--- src/rtl/timeout_counter.sv ---
// Idle-cycle counter: counts while enabled, saturates at LIMIT-1 and flags
// expiry there so it can never wrap back to zero.
module timeout_counter #(
    parameter int LIMIT = 250000
) (
    input  logic i_clk,
    input  logic i_n_reset,
    input  logic i_clear,
    input  logic i_enable,
    output logic o_expired
);
    localparam int W = (LIMIT < 2) ? 1 : $clog2(LIMIT + 1);
    localparam logic [W-1:0] LAST = W'(LIMIT - 1);

    logic [W-1:0] r_count;

    always_ff @(posedge i_clk) begin
        if (!i_n_reset || i_clear) begin
            r_count <= '0;
        end else if (i_enable && (r_count != LAST)) begin
            r_count <= r_count + W'(1);
        end
    end

    assign o_expired = (r_count == LAST);

endmodule

--- config.mk ---
export PLATFORM = sky130hd
export DESIGN_NAME = timeout_counter
export DESIGN_NICKNAME = d
export VERILOG_FILES = /design/src/rtl/timeout_counter.sv
export SDC_FILE = /design/constraint.sdc
export NUM_CORES = 1
export LEC_CHECK = 0
export CAP_MARGIN = 20
export CORE_MARGIN = 5
export CORE_UTILIZATION = 35
export DETAILED_ROUTE_END_ITERATION = 16
export GPL_TIMING_DRIVEN = 1
export PLACE_DENSITY = 0.48
export SYNTH_ARGS = -nofsm -noshare
export SYNTH_HDL_FRONTEND = slang
export SYNTH_SLANG_ARGS = --single-unit
--- constraint.sdc ---
create_clock -name i_clk -period 2.9 [get_ports i_clk]
set_input_delay 0.29 -clock i_clk [delete_from_list [all_inputs] [get_ports i_clk]]
set_output_delay 0.29 -clock i_clk [all_outputs]
set_load 0.03 [all_outputs]
==> results of run 1 <==
layout make-up:
cell class / instances / area share (%)
sequential: 18 / 34.70
timing repair buffer: 6 / 5.301
inverter: 2 / 0.7229
tap: 30 / 3.614
multi-input combinational: 89 / 52.17
clock buffer: 4 / 3.494
critical path, cell delays in order, from the launching register on:
cell and delay, ns:
dfxtp_1 0.48, and4b_1 0.24, nand4_1 0.10, buf_4 0.18, nor2_1 0.10, clkdlybuf4s50_1 0.68
layer usage:
| layer | routed length (µm) | up-vias | track usage (%) |
|---|---|---|---|
| li1 | - | 437 | - |
| met1 | 1035 | 388 | 15.73 |
| met2 | 869 | 4 | 18.09 |
| met3 | 35 | 2 | 2.479 |
| met4 | 19 | 0 | 4.545 |
| met5 | 0 | - | 0 |
path summary, 6_finish.rpt:
path | startpoint | end | slack [ns] | depth (start not counted)
worst max register to register | r_count[0]$_SDFFE_PP0P_ | r_count[16]$_SDFFE_PP0P_ | 0.99 | 5
worst min register to register | r_count[16]$_SDFFE_PP0P_ | r_count[16]$_SDFFE_PP0P_ | 0.50 | 2
worst min-delay path | r_count[16]$_SDFFE_PP0P_ | r_count[16]$_SDFFE_PP0P_ | 0.50 | 2
worst max-delay path | r_count[7]$_SDFFE_PP0P_ | o_expired | 0.54 | 5
logic make-up after synthesis:
logic type / count (synthesis)
flops: 18
compound gates: 24
fa+ha+maj: 1
xor+xnor: 6
simple gates: 58
buf+inv: 10
power groups by stage:
stage | Sequential, mW | Combinational (mW) | Clock [mW]
after floorplan | 0.257 | 0.0138 | 0
after global placement | 0.258 | 0.0209 | 0
after detailed placement | 0.258 | 0.0214 | 0
after CTS | 0.252 | 0.0214 | 0.163
after global routing | 0.253 | 0.0239 | 0.175
final | 0.252 | 0.0212 | 0.157
placed cells by master (no fill, tap or decap), types with 2 or more instances in the layout:
cell type and count:
a21oi_1 8, a31o_1 2, and3_1 4, and4_1 2, buf_4 2, clkbuf_4 3, clkdlybuf4s50_1 4, dfxtp_1 18
inv_1 2, nand2_1 9, nand3_1 9, nand4_1 5, nor2_1 13, nor2b_1 2, nor3_1 3, nor4_1 3
o211ai_1 2, o21ai_0 4, or3_1 3, xnor2_1 2, xor2_1 4
==> results_dict.tcl, run 1 <==
set metrics [dict create \
    cts_root_buf "clkbuf_4" \
    largest_register_ff_count 18 \
    htreeDepth 1 \
    synthCells 117 \
    syn_area_per_cell_um2 8.063 \
    synthToLayoutAreaGrowth_pct 10.08 \
    synthDistinctLibCells 34 \
    clock_sinks 18 \
    fin_crit_sh_pct 81.47 \
    multi_input_area_um2 541.8 \
    drv_slew 0 \
    dieArea_um2 3833 \
    fp.coreArea_um2 2522 \
    insertion_delay_ns 0.29 \
    wl_per_cell_um 13.15 \
    holdWs_ns 0.4978 \
    port_buffers 4 \
    antenna_found_initial 0 \
    drv_cap 0 \
    top_register "r_count" \
    crit_type "reg2out" \
    floorplan.io_pins 5 \
    synth-xor-area-share_pct 5.570 \
    synthArstFlopShare_pct 0 \
    switching_share_pct 22.20 \
    register_area_um2 360.3 \
    min_path_type "reg2reg" \
    synth_compound_gate_area_share_pct 17.24 \
    drt_iter0_drc 30 \
    finalSetupViolCount 0 \
    synth_warnings 0 \
    cts_buffers 3 \
    worst-path-max-fanout 9 \
    wirelength_um 1959 \
    grt_usage_pct 11.64 \
    ant_nets 0 \
    synth_nets 122 \
    std_cell_rows 18 \
    gp_congestion 0.7392 \
    p_leak_nw 0.3722 \
    dieWidth_um 61.92 \
    tightest_slew_ns 0.6435 \
    grt_pass1_wl_um 3318 \
    nFillCells 264 \
    ys_seq_area_share_pct 38.20 \
    arrival_ns 2.07 \
    min_period_ns 2.363 \
    synthFlopType "dfxtp_1" \
    tns_ns 0 \
    grt_pass1_vias 723 \
    first_pass_iters 4 \
    syn_area_um2 943.4 \
    pre_cts_ws_ns 0.7484 \
    vias 831 \
    ys_top_cells_by_area "dfxtp_1, nor2_1, nand3_1, a21oi_1, xor2_1" \
    hold_viol_final 0 \
    top_regs "r_count: 18 flops" \
    initial_utilization_pct 37.40 \
    dpl.cell_count 145 \
    post-cts-setup-buffers 0 \
    relSlewSlack_pct 56.70 \
    crit_required_ns 2.61 \
    synthAdderAreaFrac_pct 1.326 \
    ir_drop_mv 0.2165 \
    drc 0 \
    num-nets-final 125 \
    synth_top_family_by_area "simple AND/OR/NAND/NOR gates" \
    cp-end-kind "output port" \
    ys_ff_latch 18 \
    synth_commonest_cells "dfxtp_1, nor2_1, nand2_1, nand3_1, a21oi_1" \
    power_frac_comb_pct 4.9 \
    clk_pin_slew_ns 0.11 \
    clock_skew_ns 0.005993 \
    dp_hpwl_um 1409 \
    setup_ws_ns 0.5374 \
    clockBufferDepth 2 \
    synth_edf_count 0 \
    synth_most_common_cell "dfxtp_1" \
    cts_tree "built" \
    p_clk_share_pct 36.5 \
    max_freq_mhz 423.3 \
    grt-ovfl-total 0 \
    yosys.area_share.simple_pct 33.29 \
    power_frac_seq_pct 58.6 \
    power_mw 0.4308 \
    fin_cells 149 \
    ctsHoldBuffers 0 \
    grt_max_degree 17 \
    grt_setup_unrepaired "false" \
    status "complete, no violations" \
    synthMuxAreaShare_pct 0 \
    power_density_nw_per_um2 414.8 \
    fin_util_pct 41.17 \
    die_height_um 61.92 \
    drive_gt1_share_pct 7.563 \
    yosys.area.top_type "dfxtp_1" \
    yosysTopAreaCellShare_pct 38.20 \
    placed_cell_area_um2 1002 \
    via_per_inst 5.577 \
    switchingPower_mw 0.09563 \
    start_kind "register" \
    fin_area_um2 1039 \
    diodes 0 \
    cts_resized 0 \
    p_int_mw 0.3352 \
]
No activity file was read; power rests on OpenSTA's default activity.
==> inputs of run 2 (changes only) <==
--- a/config.mk
+++ b/config.mk
@@ -10,7 +10,7 @@
 export CORE_UTILIZATION = 35
 export DETAILED_ROUTE_END_ITERATION = 16
 export GPL_TIMING_DRIVEN = 1
-export PLACE_DENSITY = 0.48
+export PLACE_DENSITY = 0.5
 export SYNTH_ARGS = -nofsm -noshare
 export SYNTH_HDL_FRONTEND = slang
 export SYNTH_SLANG_ARGS = --single-unit
==> constraint.sdc (replaced) <==
create_clock -name i_clk -period 2.1 [get_ports i_clk]
set_input_delay 0.21 -clock i_clk [delete_from_list [all_inputs] [get_ports i_clk]]
set_output_delay 0.21 -clock i_clk [all_outputs]
set_load 0.03 [all_outputs]
==> results_dict.tcl, run 2 (synthesized netlist as in run 1, its figures left out) <==
set metrics [dict create \
    drt_iter0_drc 32 \
    num-nets-final 132 \
    power_frac_comb_pct 5.5 \
    dieWidth_um 61.92 \
    diodes 0 \
    start_kind "register" \
    top_regs "r_count: 18 flops" \
    register_area_um2 360.3 \
    drc 0 \
    grt-ovfl-total 0 \
    multi_input_area_um2 541.8 \
    std_cell_rows 18 \
    post-cts-setup-buffers 0 \
    cp_slowest_stage_delay_ns 0.57 \
    worst-path-max-fanout 6 \
    timing.rr.start "r_count[1]$_SDFFE_PP0P_" \
    gp_congestion 0.7766 \
    nFillCells 264 \
    antenna_found_initial 0 \
    cts_tree "built" \
    max_freq_mhz 519.2 \
    insertion_delay_ns 0.30 \
    status "complete, no violations" \
    drv_cap 0 \
    grt_pass1_wl_um 3822 \
    cts_resized 1 \
    tightest_slew_ns 0.3140 \
    min_path_cells 2 \
    switchingPower_mw 0.1361 \
    wirelength_um 2088 \
    relSlewSlack_pct 79.04 \
    cts_root_buf "clkbuf_4" \
    grt_setup_unrepaired "false" \
    ant_nets 0 \
    via_per_inst 5.564 \
    fin_crit_sh_pct 91.72 \
    ctsHoldBuffers 0 \
    power_frac_seq_pct 57.9 \
    drive_gt1_share_pct 12.70 \
    ir_drop_mv 0.4119 \
    worstReg2RegEnd "r_count[16]$_SDFFE_PP0P_" \
    fp.coreArea_um2 2522 \
    crit_chain "ha_1 > nand4_1 > or4_4 > or4_1 > nand2_1" \
    dieArea_um2 3833 \
    drv_slew 0 \
    cts_buffers 3 \
    whs_endpoint "r_count[16]$_SDFFE_PP0P_" \
    vias 868 \
    clock_sinks 18 \
    clk_pin_slew_ns 0.11 \
    crit_required_ns 2.35 \
    floorplan.io_pins 5 \
    p_clk_share_pct 36.6 \
    grt_usage_pct 13.28 \
    switching_share_pct 22.59 \
    fin_area_um2 1090 \
    worstHoldStart "r_count[16]$_SDFFE_PP0P_" \
    crit_type "reg2reg" \
    finalSetupViolCount 0 \
    die_height_um 61.92 \
    hold_viol_final 0 \
    clock_skew_ns 0.003689 \
    min_period_ns 1.926 \
    ff2ff_path_depth 5 \
    htreeDepth 1 \
    top_register "r_count" \
    largest_register_ff_count 18 \
    synthToLayoutAreaGrowth_pct 15.52 \
    clockBufferDepth 2 \
    cp-end-kind "register" \
    arrival_ns 2.17 \
    wl_per_cell_um 13.38 \
    initial_utilization_pct 37.40 \
    r2r_slack_ns 0.17 \
    first_pass_iters 4 \
    cp_slowest_cell "or4_4" \
    power_density_nw_per_um2 553.0 \
    final_cell_mix "dfxtp_1, nor2_1, nand3_1, nand2_1, buf_4" \
    p_int_mw 0.4666 \
    grt_pass1_vias 832 \
    min_path_type "reg2reg" \
    p_leak_nw 0.4120 \
    grt_max_degree 13 \
    placed_cell_area_um2 1055 \
    dp_hpwl_um 1577 \
    layout_commonest_cell "dfxtp_1" \
    port_buffers 4 \
    tns_ns 0 \
]
## run 2: cell types whose count changed in the layout (fill, tap and decap cells not counted), sizes merged
cell	delta
buf	+7
clkdlybuf4s50	-1
dlygate4sd2	+1
## run 2: area by class of cell
type	instances	area share, %
sequential	18	33.07
clock buffer	4	3.329
inverter	2	0.6889
multi-input combinational	89	49.71
tap	30	3.444
timing repair buffer	13	9.759
## run 2: power by group through the flow
stage	Combinational [mW]	Clock, mW	Sequential (mW)
after floorplan	0.0190	0	0.355
after global placement	0.0330	0	0.356
after detailed placement	0.0337	0	0.356
after CTS	0.0338	0.225	0.348
after global routing	0.0377	0.240	0.349
final	0.0333	0.221	0.349
## run 2: metrics by stage
step	hold WS, ns	power (mW)	std cells	utilization, %	setup WS (ns)
3_3_place_gp	0.4685	0.3891	152	41.82	0.2257
4_1_cts	0.4973	0.6076	156	43.20	0.1921
2_1_floorplan	0.4520	0.3742	117	-	0.3407
5_1_grt	0.5488	0.6268	156	43.20	0.08695
3_5_place_dp	0.4850	0.3899	152	41.82	0.2160
6_report	0.4951	0.6027	156	43.20	0.1739
## run 2: worst max-delay path, delay by kind of cell (launching register included)
kind	cells	cell delay (ns)
DFF	1	0.42
adders and majority gates	1	0.29
and+or+nand+nor	4	1.16
## run 2: routing by layer
metal  routed length, µm  track usage, %  vias up
li1                    -               -      448
met1                1010           17.54      401
met2                 965           21.67       17
met3                  97           4.339        2
met4                  14           1.818        0
met5                   0               0        -
## run 2: worst max path at each step
stage                                       start                        to
after floorplan           r_count[0]$_SDFFE_PP0P_  r_count[16]$_SDFFE_PP0P_
after global placement    r_count[0]$_SDFFE_PP0P_  r_count[16]$_SDFFE_PP0P_
after detailed placement                 i_enable  r_count[16]$_SDFFE_PP0P_
after CTS                 r_count[0]$_SDFFE_PP0P_  r_count[16]$_SDFFE_PP0P_
after global routing      r_count[0]$_SDFFE_PP0P_  r_count[16]$_SDFFE_PP0P_
final                     r_count[1]$_SDFFE_PP0P_  r_count[16]$_SDFFE_PP0P_
==> variant 1 (flow settings as in run 1) <==
Change the parameter `LIMIT` from 250000 to 125000.
--- a/src/rtl/timeout_counter.sv
+++ b/src/rtl/timeout_counter.sv
@@ -2,5 +2,5 @@
 // expiry there so it can never wrap back to zero.
 module timeout_counter #(
-    parameter int LIMIT = 250000
+    parameter int LIMIT = 125000
 ) (
     input  logic i_clk,
Behaviour: same outputs for any inputs over 10 cycles, from zero or initial values; that may be too few to reach the edited logic, so the function may still have changed.
==> variant 1 against run 1 <==
  * Worst hold slack improved by 0.015 ns
  * Sequential cell count fell by 1
  * Area after synthesis fell by 7.0%
  * Core utilization fell by 1.6 points
  * First-iteration DRC count fell by 53%
  * Register-to-register slack improved by 0.04 ns
  * Power fell by 12%
  * Maximum frequency fell by 8.6%
  * Design area fell by 7.2%
  * Routed wire length fell by 9.3%
  * Setup slack got worse by 0.22 ns
  * Synthesized cell count fell by 15%
  * Via count fell by 13%
==> variant 1: results (changes against run 1) <==
* Data buffer area share at 0.0416 (-0.0115)
* Vias per Instance at 5.36 (-4.0%)
* Detail Placement HPWL at 1.27 mm (-9.8%)
* Worst setup slack after placement at 0.608 ns (-0.140 ns)
* Post-Syn Nets at 106 (-13%)
* Routed WL at 1.78 mm (-9.3%)
* Seq. cell area at 340 um^2 (-5.6%)
* Layout cell share with drive strength beyond 1 at 0.0952 (+0.0196)
* Signal inverters at 3 (+1)
* Global-route usage over all layers at 0.117 (+0.000520)
* Final clock skew at 0.0134 ns (+0.00745 ns)
* Worst Hold Launch: r_count[15]
* Dpl cells at 131 (-9.7%)
* Status: completed
* Worst R2R End: r_count[15]
* Synth top area cells: dfxtp_1 39%, xnor2_1 6.0%, nand4_1 4.3%
* Avg Cell Area, Syn at 8.77 um^2 (+8.8%)
* Post-synthesis register bit count at 17 (-1)
* Clkbuf count at 3 (-1)
* R2r setup slk at 1.03 ns (+0.04 ns)
* Finished Layout Cells at 135 (-9.4%)
* Biggest regs: r_count (17)
* Fill count at 265 (+0.38%)
* Hold WS at 0.512 ns (+0.0145 ns)
* Critical path fanouts, max at 5 (-4)
* CP Data Arrival Time at 2.30 ns (+0.23 ns)
* Final core utilization at 0.396 (-0.0156)
* Final min period at 2.59 ns (+0.223 ns)
[variant 1: cell count changes in the layout (fill, tap and decap cells not counted), sizes merged, moves of 2 or more]
cell,before,now
nor2,13,10
nand4,6,8
and3,4,0
or4,2,4
xnor2,2,6
nand3,9,3
a31o,3,0
or3,3,5
nor4b,0,2
a21oi,8,4
buf,2,0
[variant 1: where the power goes]
group	switching (mW)	internal [mW]	total, mW	leakage, nW
registers	0.00134	0.234	0.236	0.137
logic	0.00770	0.00666	0.0144	0.149
clock network	0.0780	0.0514	0.129	0.0177
total	0.0870	0.292	0.379	0.303
[variant 1: kinds of logic after synthesis]
kind of cell             share of synthesized area
AO/OA/AOI/OAI                               0.0813
buffers and inverters                       0.0342
multiplexers                                0.0114
XOR/XNOR                                    0.0899
flip-flops                                   0.388
adder cells (fa/ha/maj)                     0.0285
AND/OR/NAND/NOR                              0.367
[variant 1: routing by layer]
layer	wire [um]	global-route usage
met4	14	0.0190
met3	54	0.0389
met5	0	0
met2	852	0.190
met1	854	0.152
==> variant 2 (settings of run 1) <==
Without the edit above. Register the inputs `i_clear` and `i_enable` before use. The logic sees them one clock later.
--- a/src/rtl/timeout_counter.sv
+++ b/src/rtl/timeout_counter.sv
@@ -13,10 +13,18 @@
     localparam logic [W-1:0] LAST = W'(LIMIT - 1);
 
+    logic i_clear_q;
+    logic i_enable_q;
+
+    always_ff @(posedge i_clk) begin
+        i_clear_q  <= i_clear;
+        i_enable_q <= i_enable;
+    end
+
     logic [W-1:0] r_count;
 
     always_ff @(posedge i_clk) begin
-        if (!i_n_reset || i_clear) begin
+        if (!i_n_reset || i_clear_q) begin
             r_count <= '0;
-        end else if (i_enable && (r_count != LAST)) begin
+        end else if (i_enable_q && (r_count != LAST)) begin
             r_count <= r_count + W'(1);
         end
Check against the original RTL: no difference found for any inputs over 10 cycles, from zero or initial values; that may be too few to reach the edited logic, so the function may still have changed.
==> variant 2 against run 1 <==
  * Combinational power decreased by 13%
  * Global-route usage fell by 0.97 points
  * Largest cell class unchanged
  * First-iteration DRC count up 47%
  * Routed wire length up 1.4%
  * Area after synthesis rose by 4.2%
  * Power shrank 0.19%
  * Clock power shrank 18%
  * Setup slack worse by 0.045 ns
  * Largest power group unchanged
  * Critical path type unchanged
  * Sequential cell count increased by 2
  * Cell count grew 0.67%
  * Design area up 1.9%
  * Maximum frequency decreased by 1.9%
  * Sequential power increased by 13%
  * Count of clock-buffer cells in the layout fell by 1
==> variant 2: results (changes against run 1) <==
* Status: completed
* First-pass GRT wire length at 3.44 mm (+3.8%)
* Nets at 126 (+0.80%)
* Worst setup slack after placement at 0.831 ns (+0.0821 ns)
* Vias in the first global route at 788 (+9.0%)
* Synth top area cells: dfxtp_1 41%, nor2_1 5.0%, nand3_1 4.6%
* CP Data Arrival Time at 2.12 ns (+0.05 ns)
* Synth top cells by count: 20 x dfxtp_1, 13 x nor2_1, 9 x nand2_1, 9 x nand3_1, 8 x a21oi_1
* Post-Syn Nets at 124 (+1.6%)
* Min-delay worst type: input pin to flop
* Final clock skew at 0.00413 ns (-0.00186 ns)
* Post-synth ARST share at 0 (unchanged)
* Avg Cell Area, Syn at 8.26 um^2 (+2.5%)
* Number of I/O port buffers at 4 (unchanged)
* Max IR drop VDD at 208 uV (-3.7%)
* Global-route usage over all layers at 0.107 (-0.00973)
* Synth warn at 0 (unchanged)
* Bufs on Longest Clock Path at 2 (unchanged)
* Largest net degree at the start of global routing at 17 (unchanged)
* DP Area at 1040 um^2 (+3.4%)
* Wire per inst at 13.2 um (+0.70%)
* Static leakage at 0.377 nW (+1.2%)
* Biggest regs: r_count (18), i_clear_q (1), i_enable_q (1)
* DR iter-0 viols at 44 (+47%)
* Detail Placement HPWL at 1.40 mm (-0.75%)
* Sw Share at 0.221 (-0.00133)
* Sequential element share of the synthesized area at 0.407 (+0.0252)
* Vias per Instance at 5.66 (+1.5%)
* Seq. cell area at 400 um^2 (+11%)
* Max_slew headroom at 0.475 (-0.0919)
* Routability Congestion at 0.767 (+3.7%)
* Dpl cells at 147 (+1.4%)
* Via Count at 849 (+2.2%)
* Layout cell share with drive strength beyond 1 at 0.0588 (-0.0168)
* Fill count at 274 (+3.8%)
==> variant 2: cell types whose count changed in the layout (fill, tap and decap cells not counted), sizes merged <==
| cell | delta |
|---|---|
| dfxtp | +2 |
| buf | -1 |
| clkbuf | -1 |
==> variant 2: power groups by stage <==
stage          Combinational, mW  Sequential [mW]  Clock (mW)
5_1_grt                   0.0205            0.284       0.149
3_3_place_gp              0.0182            0.290           0
4_1_cts                   0.0186            0.283       0.138
2_1_floorplan             0.0137            0.287           0
3_5_place_dp              0.0187            0.289           0
6_report                  0.0184            0.284       0.128
==> variant 2: layer usage <==
layer / share of wire / wire (um) / track usage
met2: 0.46 / 909 / 0.163
met1: 0.51 / 1010 / 0.140
met3: 0.023 / 45 / 0.0216
met4: 0.0091 / 18 / 0.0557
met5: 0 / 0 / 0
==> variant 2: cell type report <==
cell class              count  area share
flip-flops and latches     20       0.378
multi-input cells          89       0.512
clock buffers               3      0.0213
well taps                  31      0.0366
inverters                   2     0.00709
repair buffers              5      0.0449
==> variant 2: path summary, 6_finish.rpt <==
check | endpoint | from | depth (start not counted) | slack (ns)
setup reg to reg | r_count[16] | r_count[0] | 5 | 0.94
hold reg to reg | r_count[16] | r_count[16] | 2 | 0.49
setup / recovery | o_expired | r_count[10] | 5 | 0.49
hold / removal | i_clear_q | i_clear | 1 | 0.43
==> variant 2: logic make-up (layout without fill, tap and decap cells) <==
family / after synthesis / after routing / share of synthesized area
simple gates: 58 / 58 / 0.319
compound gates: 24 / 24 / 0.165
flops: 20 / 20 / 0.407
buf+inv: 10 / 10 / 0.0420
xor+xnor: 6 / 6 / 0.0534
fa+ha+maj: 1 / 1 / 0.0127
